`src/rtl/spi_ctrl_tx.sv`:
```
// spi_ctrl_tx: single-byte SPI master (all four CPOL/CPHA modes), MSB first, sclk half-period CLK_DIV clks.
// Optional macro SPI_MISO_CAPTURE_EN adds miso capture into rx_data; without it rx_data reads 0x00.
module spi_ctrl_tx #(
    parameter int CLK_DIV = 4
) (
    input  logic       clk,
    input  logic       rst,
    input  logic [7:0] tx_data,
    input  logic       tx_valid,
    output logic       tx_ready,
    input  logic [1:0] mode,
    input  logic       miso,
    output logic       sclk,
    output logic       mosi,
    output logic       cs,
    output logic [7:0] rx_data,
    output logic       done,
    output logic       busy
);

    typedef enum logic [1:0] {
        IDLE  = 2'd0,
        SETUP = 2'd1,
        SHIFT = 2'd2,
        HOLD  = 2'd3
    } state_t;

    localparam logic [7:0] DIV_LAST  = 8'(CLK_DIV - 1);
    localparam logic [4:0] LAST_EDGE = 5'd16;

    state_t     state_r;
    state_t     state_nxt_s;
    logic [7:0] div_r;
    logic [4:0] edge_r;
    logic [4:0] edge_nxt_s;
    logic [7:0] tx_byte_r;
    logic       cpol_r;
    logic       cpha_r;
    logic       sclk_r;
    logic       mosi_r;
    logic       cs_r;
    logic       done_r;
    logic       tick_s;
    logic       accept_s;
    logic       drive_s;
    logic [2:0] bit_idx_s;

    assign tick_s     = (div_r == DIV_LAST);
    assign tx_ready   = (state_r == IDLE) && !rst;
    assign busy       = (state_r != IDLE);
    assign accept_s   = tx_valid && tx_ready;
    assign edge_nxt_s = edge_r + 5'd1;
    // Edge e carries bit 7-floor(e/2) for both phases (CPHA0 even e, CPHA1 odd e).
    assign bit_idx_s  = 3'd7 - edge_nxt_s[3:1];

    assign sclk = sclk_r;
    assign mosi = mosi_r;
    assign cs   = cs_r;
    assign done = done_r;

    // Next-state decode.
    always_comb begin
        state_nxt_s = state_r;
        case (state_r)
            IDLE: begin
                if (accept_s) state_nxt_s = SETUP;
                else          state_nxt_s = IDLE;
            end
            SETUP: begin
                if (tick_s) state_nxt_s = SHIFT;
                else        state_nxt_s = SETUP;
            end
            SHIFT: begin
                if (tick_s && (edge_nxt_s == LAST_EDGE)) state_nxt_s = HOLD;
                else                                     state_nxt_s = SHIFT;
            end
            HOLD: begin
                if (tick_s) state_nxt_s = IDLE;
                else        state_nxt_s = HOLD;
            end
            default: state_nxt_s = IDLE;
        endcase
    end

    // Which sclk edges launch a new mosi bit.
    always_comb begin
        drive_s = 1'b0;
        if (cpha_r) begin
            drive_s = edge_nxt_s[0];
        end else begin
            drive_s = !edge_nxt_s[0] && (edge_nxt_s <= 5'd14);
        end
    end

    // State register and divider, divider restarts on every state entry.
    always_ff @(posedge clk or posedge rst) begin
        if (rst) begin
            state_r <= IDLE;
            div_r   <= 8'd0;
        end else begin
            state_r <= state_nxt_s;
            if ((state_nxt_s != state_r) || tick_s || (state_r == IDLE)) begin
                div_r <= 8'd0;
            end else begin
                div_r <= div_r + 8'd1;
            end
        end
    end

    // Bus outputs and latched transfer parameters.
    always_ff @(posedge clk or posedge rst) begin
        if (rst) begin
            sclk_r    <= 1'b0;
            mosi_r    <= 1'b0;
            cs_r      <= 1'b1;
            done_r    <= 1'b0;
            edge_r    <= 5'd0;
            tx_byte_r <= 8'h00;
            cpol_r    <= 1'b0;
            cpha_r    <= 1'b0;
        end else begin
            done_r <= 1'b0;
            case (state_r)
                IDLE: begin
                    sclk_r <= mode[1];
                    if (accept_s) begin
                        tx_byte_r <= tx_data;
                        cpol_r    <= mode[1];
                        cpha_r    <= mode[0];
                        cs_r      <= 1'b0;
                        mosi_r    <= tx_data[7];
                        edge_r    <= 5'd0;
                    end
                end
                SETUP: begin
                    sclk_r <= cpol_r;
                end
                SHIFT: begin
                    if (tick_s) begin
                        sclk_r <= ~sclk_r;
                        edge_r <= edge_nxt_s;
                        if (drive_s) mosi_r <= tx_byte_r[bit_idx_s];
                    end
                end
                HOLD: begin
                    sclk_r <= cpol_r;
                    if (tick_s) begin
                        cs_r   <= 1'b1;
                        done_r <= 1'b1;
                    end
                end
                default: begin
                    cs_r <= 1'b1;
                end
            endcase
        end
    end

`ifdef SPI_MISO_CAPTURE_EN
    logic [7:0] rx_shift_r;
    logic [7:0] rx_data_r;
    logic       sample_s;

    // Sampling edges are the opposite parity to the driving edges.
    assign sample_s = edge_nxt_s[0] ^ cpha_r;
    assign rx_data  = rx_data_r;

    // Shift in miso during SHIFT, publish the byte together with done.
    always_ff @(posedge clk or posedge rst) begin
        if (rst) begin
            rx_shift_r <= 8'h00;
            rx_data_r  <= 8'h00;
        end else begin
            case (state_r)
                IDLE: begin
                    if (accept_s) rx_shift_r <= 8'h00;
                end
                SHIFT: begin
                    if (tick_s && sample_s) rx_shift_r <= {rx_shift_r[6:0], miso};
                end
                HOLD: begin
                    if (tick_s) rx_data_r <= rx_shift_r;
                end
                default: begin
                    rx_shift_r <= rx_shift_r;
                end
            endcase
        end
    end
`else
    logic unused_miso_s;

    assign unused_miso_s = miso;
    assign rx_data       = 8'h00;
`endif

endmodule

```
`config.mk`:
```
export PLATFORM = sky130hd
export DESIGN_NAME = spi_ctrl_tx
export DESIGN_NICKNAME = d
export VERILOG_FILES = /design/src/rtl/spi_ctrl_tx.sv
export SDC_FILE = /design/constraint.sdc
export NUM_CORES = 1
export LEC_CHECK = 0
export BUFFER_PORTS_ARGS = -buffer_cell sky130_fd_sc_hd__buf_2
export CORE_AREA = 3 3 64 60
export DETAILED_ROUTE_END_ITERATION = 8
export DIE_AREA = 0 0 67 63
export PLACE_DENSITY = 0.66
export SYNTH_ARGS = -nofsm -noshare
export SYNTH_HDL_FRONTEND = slang
export SYNTH_SLANG_ARGS = --single-unit
export TNS_END_PERCENT = 50
```
`constraint.sdc`:
```
create_clock -name clk -period 2.6 [get_ports clk]
set_input_delay 0.39 -clock clk [delete_from_list [all_inputs] [get_ports clk]]
set_output_delay 0.39 -clock clk [all_outputs]
set_load 0.05 [all_outputs]
```
==> flow_summary.toml, run 1 <==
[drt]
detailedRoute.firstPassIterationCount = 4
routedWlPerCell_microns = 12.5
first_iter_violations = 32
drc = 0
antenna_left = 0
wl_microns = 2740
vias_per_cell = 4.84
via_count = 1055

[clocking]
clock_sink_count = 29
clock_tree_from_tritoncts = "done"
insertion_delay_ns = 0.28
tritoncts.num_buffers = 5
post-cts-setup-buffer-count = 0
cts_hold_buffers = 0
cts-htree-levels = 2
clk_pin_slew_ns = 0.07
clk_root_buffer_cell = "sky130_fd_sc_hd__clkbuf_8"
max-clock-path-buffers = 2
cts_repair_resize_count = 0

[floorplan]
io_pins = 28
placementRows = 20
core_area_sq_um = 3300
initial_utilization = 0.439
design.die.area_sq_um = 4220
chipWidth_microns = 67
die-height_microns = 63

[timing]
clock-skew-final_ns = 0.00619
final_critical_path_setup_slack_ns = 0.493
final-max-slew-violation-count = 0
hold_viol = 0
timing.fmax_mhz = 475
setup-violations-final = 0
setup-tns-final_ns = 0
relSlewSlack = 0.667
tightest_slew_ns = 0.494
timing.final.crit_period_ns = 2.11
hold_slack_ns = 0.0707
finalCritPeriodShare = 0.810
unrepaired_setup_endpoints_after_global_routing = "no"

[layout]
layout-area-overhead-vs-synth_pct = 16.0
final_cell_count_no_fill = 218
ff_latch_area_sq_um = 727
filler_cell_count = 306
post_route_cells_drive_above_1_share = 0.184
multi_input_area_sq_um = 667
finish.net_count = 191
postLayoutCoreUtil = 0.510
stdcell_area_sq_um = 1680
insertedDiodeCount = 0

[critical_path]
timing_worst_setup_path_type = "flop to flop"
timing.critical_path.fanout_max = 8
path_cells = "ha_1 -> xnor2_1 -> mux4_1 -> mux2i_1 -> a21oi_1 -> mux2_1"
critical-path-slowest-cell = "sky130_fd_sc_hd__dfrtp_1"
worst_r2r_startpoint = "edge_r[0]"
critical_path.endpoint_type = "flop"
worst-path-buf-inv = 0
worst_setup_path_start_kind = "flop"
critical-path-max-stage-delay_ns = 0.47
ff2ff_setup_slack_ns = 0.49
worst-endpoint-required_ns = 2.77
r2r.worst_path.cells = 6
timing.critical_path.arrival_ns = 2.27
worstReg2RegEnd = "mosi"
path_delay_family = "multiplexers"

[worst_hold_path]
holdCritPathClass = "primary input to asynchronous set/reset pin"

[power_and_ir_drop]
power.leakage_nw = 0.848
p_total_mw = 1.90
power_density_nw_per_um2 = 1130
irDropWorstVdd_mv = 0.656

[synth]
synthFlopType = "sky130_fd_sc_hd__dfrtp_1"
syn-mean-instance-area_sq_um = 9.68
syn_area_sq_um = 1450
synth-seq-area-share = 0.501
synthesis.yosys.warnings = 0
synth.lib_cells_used.distinct = 33
async_flop_share = 1.00
postSynthRegisterBits = 29
synthesis.instances = 150
synth-edff-count = 0

[placement]
placed_cells = 210
postPlaceCellArea_sq_um = 1570
gp_congestion = 0.828
place.detailed.hpwl_microns = 1950
place.port_buffers = 18
dpl_worst_slack_ns = 0.538

[run_status]
outcome = "complete, no violations"

[grt]
grt_first_pass_wirelength_microns = 4950
grt_antenna_before_repair = 0
track_usage = 0.158
grt_overflow = 0
grt_pass1_vias = 1091
grt_max_degree = 22

[flow_run]
maxCapViolations = 0
==> how the worst max path moves through the flow <==
stage                     from    to  slack (ns)  cells after the start
finish               edge_r[0]  mosi        0.49                      6
global route         edge_r[0]  mosi        0.35                      6
global placement     edge_r[0]  mosi        0.53                      6
floorplan           state_r[1]  mosi        0.41                      6
detailed placement   edge_r[0]  mosi        0.54                      6
CTS                  edge_r[0]  mosi        0.48                      6
==> cell families after synthesis <==
kind of cell / after synthesis / synth area share
and+or+nand+nor: 71 / 0.216
DFF: 29 / 0.501
buffers and inverters: 15 / 0.0612
AOI/OAI and AO/OA: 14 / 0.0612
xor gates and xnor gates: 11 / 0.0664
muxes: 5 / 0.0578
adders and majority gates: 4 / 0.0345
other: 1 / 0.00258
==> placed cells by master, fill, tap and decap left out, types with 2 or more instances in the layout <==
master and instances:
sky130_fd_sc_hd__and2_1 2, sky130_fd_sc_hd__and3_1 3, sky130_fd_sc_hd__buf_2 18, sky130_fd_sc_hd__buf_4 2, sky130_fd_sc_hd__clkbuf_8 5, sky130_fd_sc_hd__conb_1 8, sky130_fd_sc_hd__dfrtp_1 28, sky130_fd_sc_hd__ha_1 4
sky130_fd_sc_hd__inv_1 4, sky130_fd_sc_hd__mux2i_1 2, sky130_fd_sc_hd__mux4_1 2, sky130_fd_sc_hd__nand2_1 37, sky130_fd_sc_hd__nand2b_1 2, sky130_fd_sc_hd__nand3_1 10, sky130_fd_sc_hd__nor2_1 10, sky130_fd_sc_hd__o21ai_0 7
sky130_fd_sc_hd__xnor2_1 4, sky130_fd_sc_hd__xor2_1 7
==> cell type report <==
cell class | count | share of cell area
well taps | 44 | 0.0327
inverters | 4 | 0.00892
clock inverters | 3 | 0.0275
flip-flops and latches | 29 | 0.432
repair buffers | 20 | 0.0624
multi-input cells | 113 | 0.396
clock buffers | 5 | 0.0409
==> where the power goes <==
group	switching (mW)	leakage, nW	internal [mW]
Combinational	0.414	0.422	0.254
Clock	0.181	0.0543	0.286
Sequential	0.149	0.372	0.619
Total	0.744	0.848	1.16
==> worst reg2reg max path, delay by kind of cell (launching register included) <==
| family | cells | cell delay (ns) |
|---|---|---|
| DFF | 1 | 0.47 |
| xor gates and xnor gates | 1 | 0.33 |
| adders and majority gates | 1 | 0.29 |
| AOI/OAI and AO/OA | 1 | 0.09 |
| muxes | 3 | 0.81 |
==> Yosys cell counts, drive strengths merged, types with 2 or more instances <==
library cell / count / area, sq um
a21oi: 2 / 13.8
and2: 2 / 12.5
and3: 3 / 18.8
buf: 10 / 70.1
dfrtp: 28 / 701
ha: 4 / 50.1
inv: 4 / 15.0
mux2i: 2 / 20.0
mux4: 2 / 52.6
nand2: 37 / 139
nand2b: 2 / 12.5
nand3: 10 / 50.1
nor2: 10 / 37.5
nor3: 2 / 10.0
o21ai: 7 / 35.0
xnor2: 4 / 35.0
xor2: 7 / 61.3
==> state kept, by name, summed over array words and instances (netlist names) <==
register   count
cpol_r         1
state_r        2
done           1
cs             1
sclk           1
div_r          8
mosi           1
tx_byte_r      8
edge_r         5
cpha_r         1
==> layer usage <==
| metal | up-vias | global-route usage | routed length [microns] |
|---|---|---|---|
| met1 | 493 | 0.194 | 1230 |
| met2 | 32 | 0.247 | 1290 |
| li1 | 524 | - | - |
| met4 | 0 | 0.0734 | 55 |
| met5 | - | 0 | 0 |
| met3 | 6 | 0.0504 | 165 |
Note: power is estimated with default switching activity, not from simulation.
==> run 2, diff against run 1 <==
Clock period 2.6 ns to 2.2 ns, I/O delays scaled along.
==> run 2 against run 1 <==
Against the previous run: flip-flop and latch count unchanged; maximum frequency rose by 3.8%; power rose by 12%; critical path depth unchanged; sequential power is 17% higher; critical endpoint unchanged.
==> flow_summary.toml, run 2 (synthesized netlist as in run 1, its figures left out) <==
[drt]
vias_per_cell = 4.81
detailedRoute.firstPassIterationCount = 4
first_iter_violations = 34
wl_microns = 2590
antenna_left = 0
routedWlPerCell_microns = 11.7
via_count = 1062
drc = 0

[critical_path]
critical_path.endpoint_type = "flop"
worst_r2r_startpoint = "edge_r[1]"
worst_setup_path_start_kind = "flop"
timing.critical_path.fanout_max = 5
timing.critical_path.arrival_ns = 2.19
timing_worst_setup_path_type = "flop to flop"
launch_point_of_the_worst_path = "edge_r[1]"
worst-endpoint-required_ns = 2.36

[clocking]
post-cts-setup-buffer-count = 0
cts-htree-levels = 2
cts_repair_resize_count = 0
clock_sink_count = 29
insertion_delay_ns = 0.28
clk_pin_slew_ns = 0.06
max-clock-path-buffers = 2
clk_root_buffer_cell = "sky130_fd_sc_hd__clkbuf_8"
clock_tree_from_tritoncts = "done"
cts_hold_buffers = 0
tritoncts.num_buffers = 5

[timing]
hold_slack_ns = 0.117
unrepaired_setup_endpoints_after_global_routing = "no"
clock-skew-final_ns = 0.00318
hold_viol = 0
timing.fmax_mhz = 493
setup-violations-final = 0
setup-tns-final_ns = 0
finalCritPeriodShare = 0.923
final-max-slew-violation-count = 0
timing.final.crit_period_ns = 2.03

[placement]
gp_congestion = 0.841
place.port_buffers = 18
place.detailed.hpwl_microns = 1910
postPlaceCellArea_sq_um = 1590

[layout]
layout_common_cells = "sky130_fd_sc_hd__nand2_1, sky130_fd_sc_hd__dfrtp_1, sky130_fd_sc_hd__buf_2"
post_route_cells_drive_above_1_share = 0.192
final_common_cell = "sky130_fd_sc_hd__nand2_1"
insertedDiodeCount = 0
layout-area-overhead-vs-synth_pct = 15.3
postLayoutCoreUtil = 0.507
stdcell_area_sq_um = 1670
finish.net_count = 194
reg_top3 = "div_r (8), tx_byte_r (8), edge_r (5)"

[power_and_ir_drop]
irDropWorstVdd_mv = 0.719
power_density_nw_per_um2 = 1270
power.leakage_nw = 0.853
p_total_mw = 2.13

[floorplan]
placementRows = 20
die-height_microns = 63
initial_utilization = 0.439
design.die.area_sq_um = 4220
chipWidth_microns = 67
core_area_sq_um = 3300
io_pins = 28

[flow_run]
maxCapViolations = 0

[grt]
grt_max_degree = 30
grt_antenna_before_repair = 0
grt_overflow = 0
grt_pass1_vias = 1078
grt_first_pass_wirelength_microns = 4600
track_usage = 0.142

[worst_hold_path]
holdCritPathClass = "primary input to asynchronous set/reset pin"

[run_status]
outcome = "complete, no violations"
run 2: worst paths after layout:
check,end,slack [ns],cells past startpoint
hold reg to reg,tx_byte_r[3],0.47,2
max in group asynchronous,cs,1.77,3
setup reg to reg,mosi,0.17,6
min in group clk,tx_byte_r[1],0.23,3
hold / removal,tx_byte_r[1],0.12,3
setup / recovery,mosi,0.17,6
run 2: routing by layer:
layer  track usage  routed length (microns)
met5             0                        0
met4        0.0456                       42
met3        0.0540                      141
met2         0.213                     1200
met1         0.186                     1210
run 2: through the flow:
stage	std cells	setup slack, ns
after floorplan	157	0.0132
after CTS	221	0.171
after global routing	221	0.0105
final	221	0.170
after global placement	213	0.205
after detailed placement	213	0.185
run 2: cell type report:
class                   count  area [sq um]
fillers                   312          1630
clock buffers               6          72.6
multi-input cells         113           667
inverters                   4          15.0
flip-flops and latches     29           727
repair buffers             23           128
well taps                  44          55.1
clock inverters             2          10.0
run 2: power breakdown:
group	switching [mW]	internal [mW]	leakage, nW	total [mW]
clock network	0.192	0.218	0.0450	0.411
logic	0.498	0.321	0.437	0.818
registers	0.168	0.733	0.372	0.901
run 2: critical path, stage by stage, from the launching register on:
cell and delay [ns]:
sky130_fd_sc_hd__dfrtp_1 0.42, sky130_fd_sc_hd__inv_1 0.06, sky130_fd_sc_hd__ha_1 0.35, sky130_fd_sc_hd__mux4_1 0.56, sky130_fd_sc_hd__mux2i_1 0.14, sky130_fd_sc_hd__a21oi_1 0.09, sky130_fd_sc_hd__mux2_1 0.30
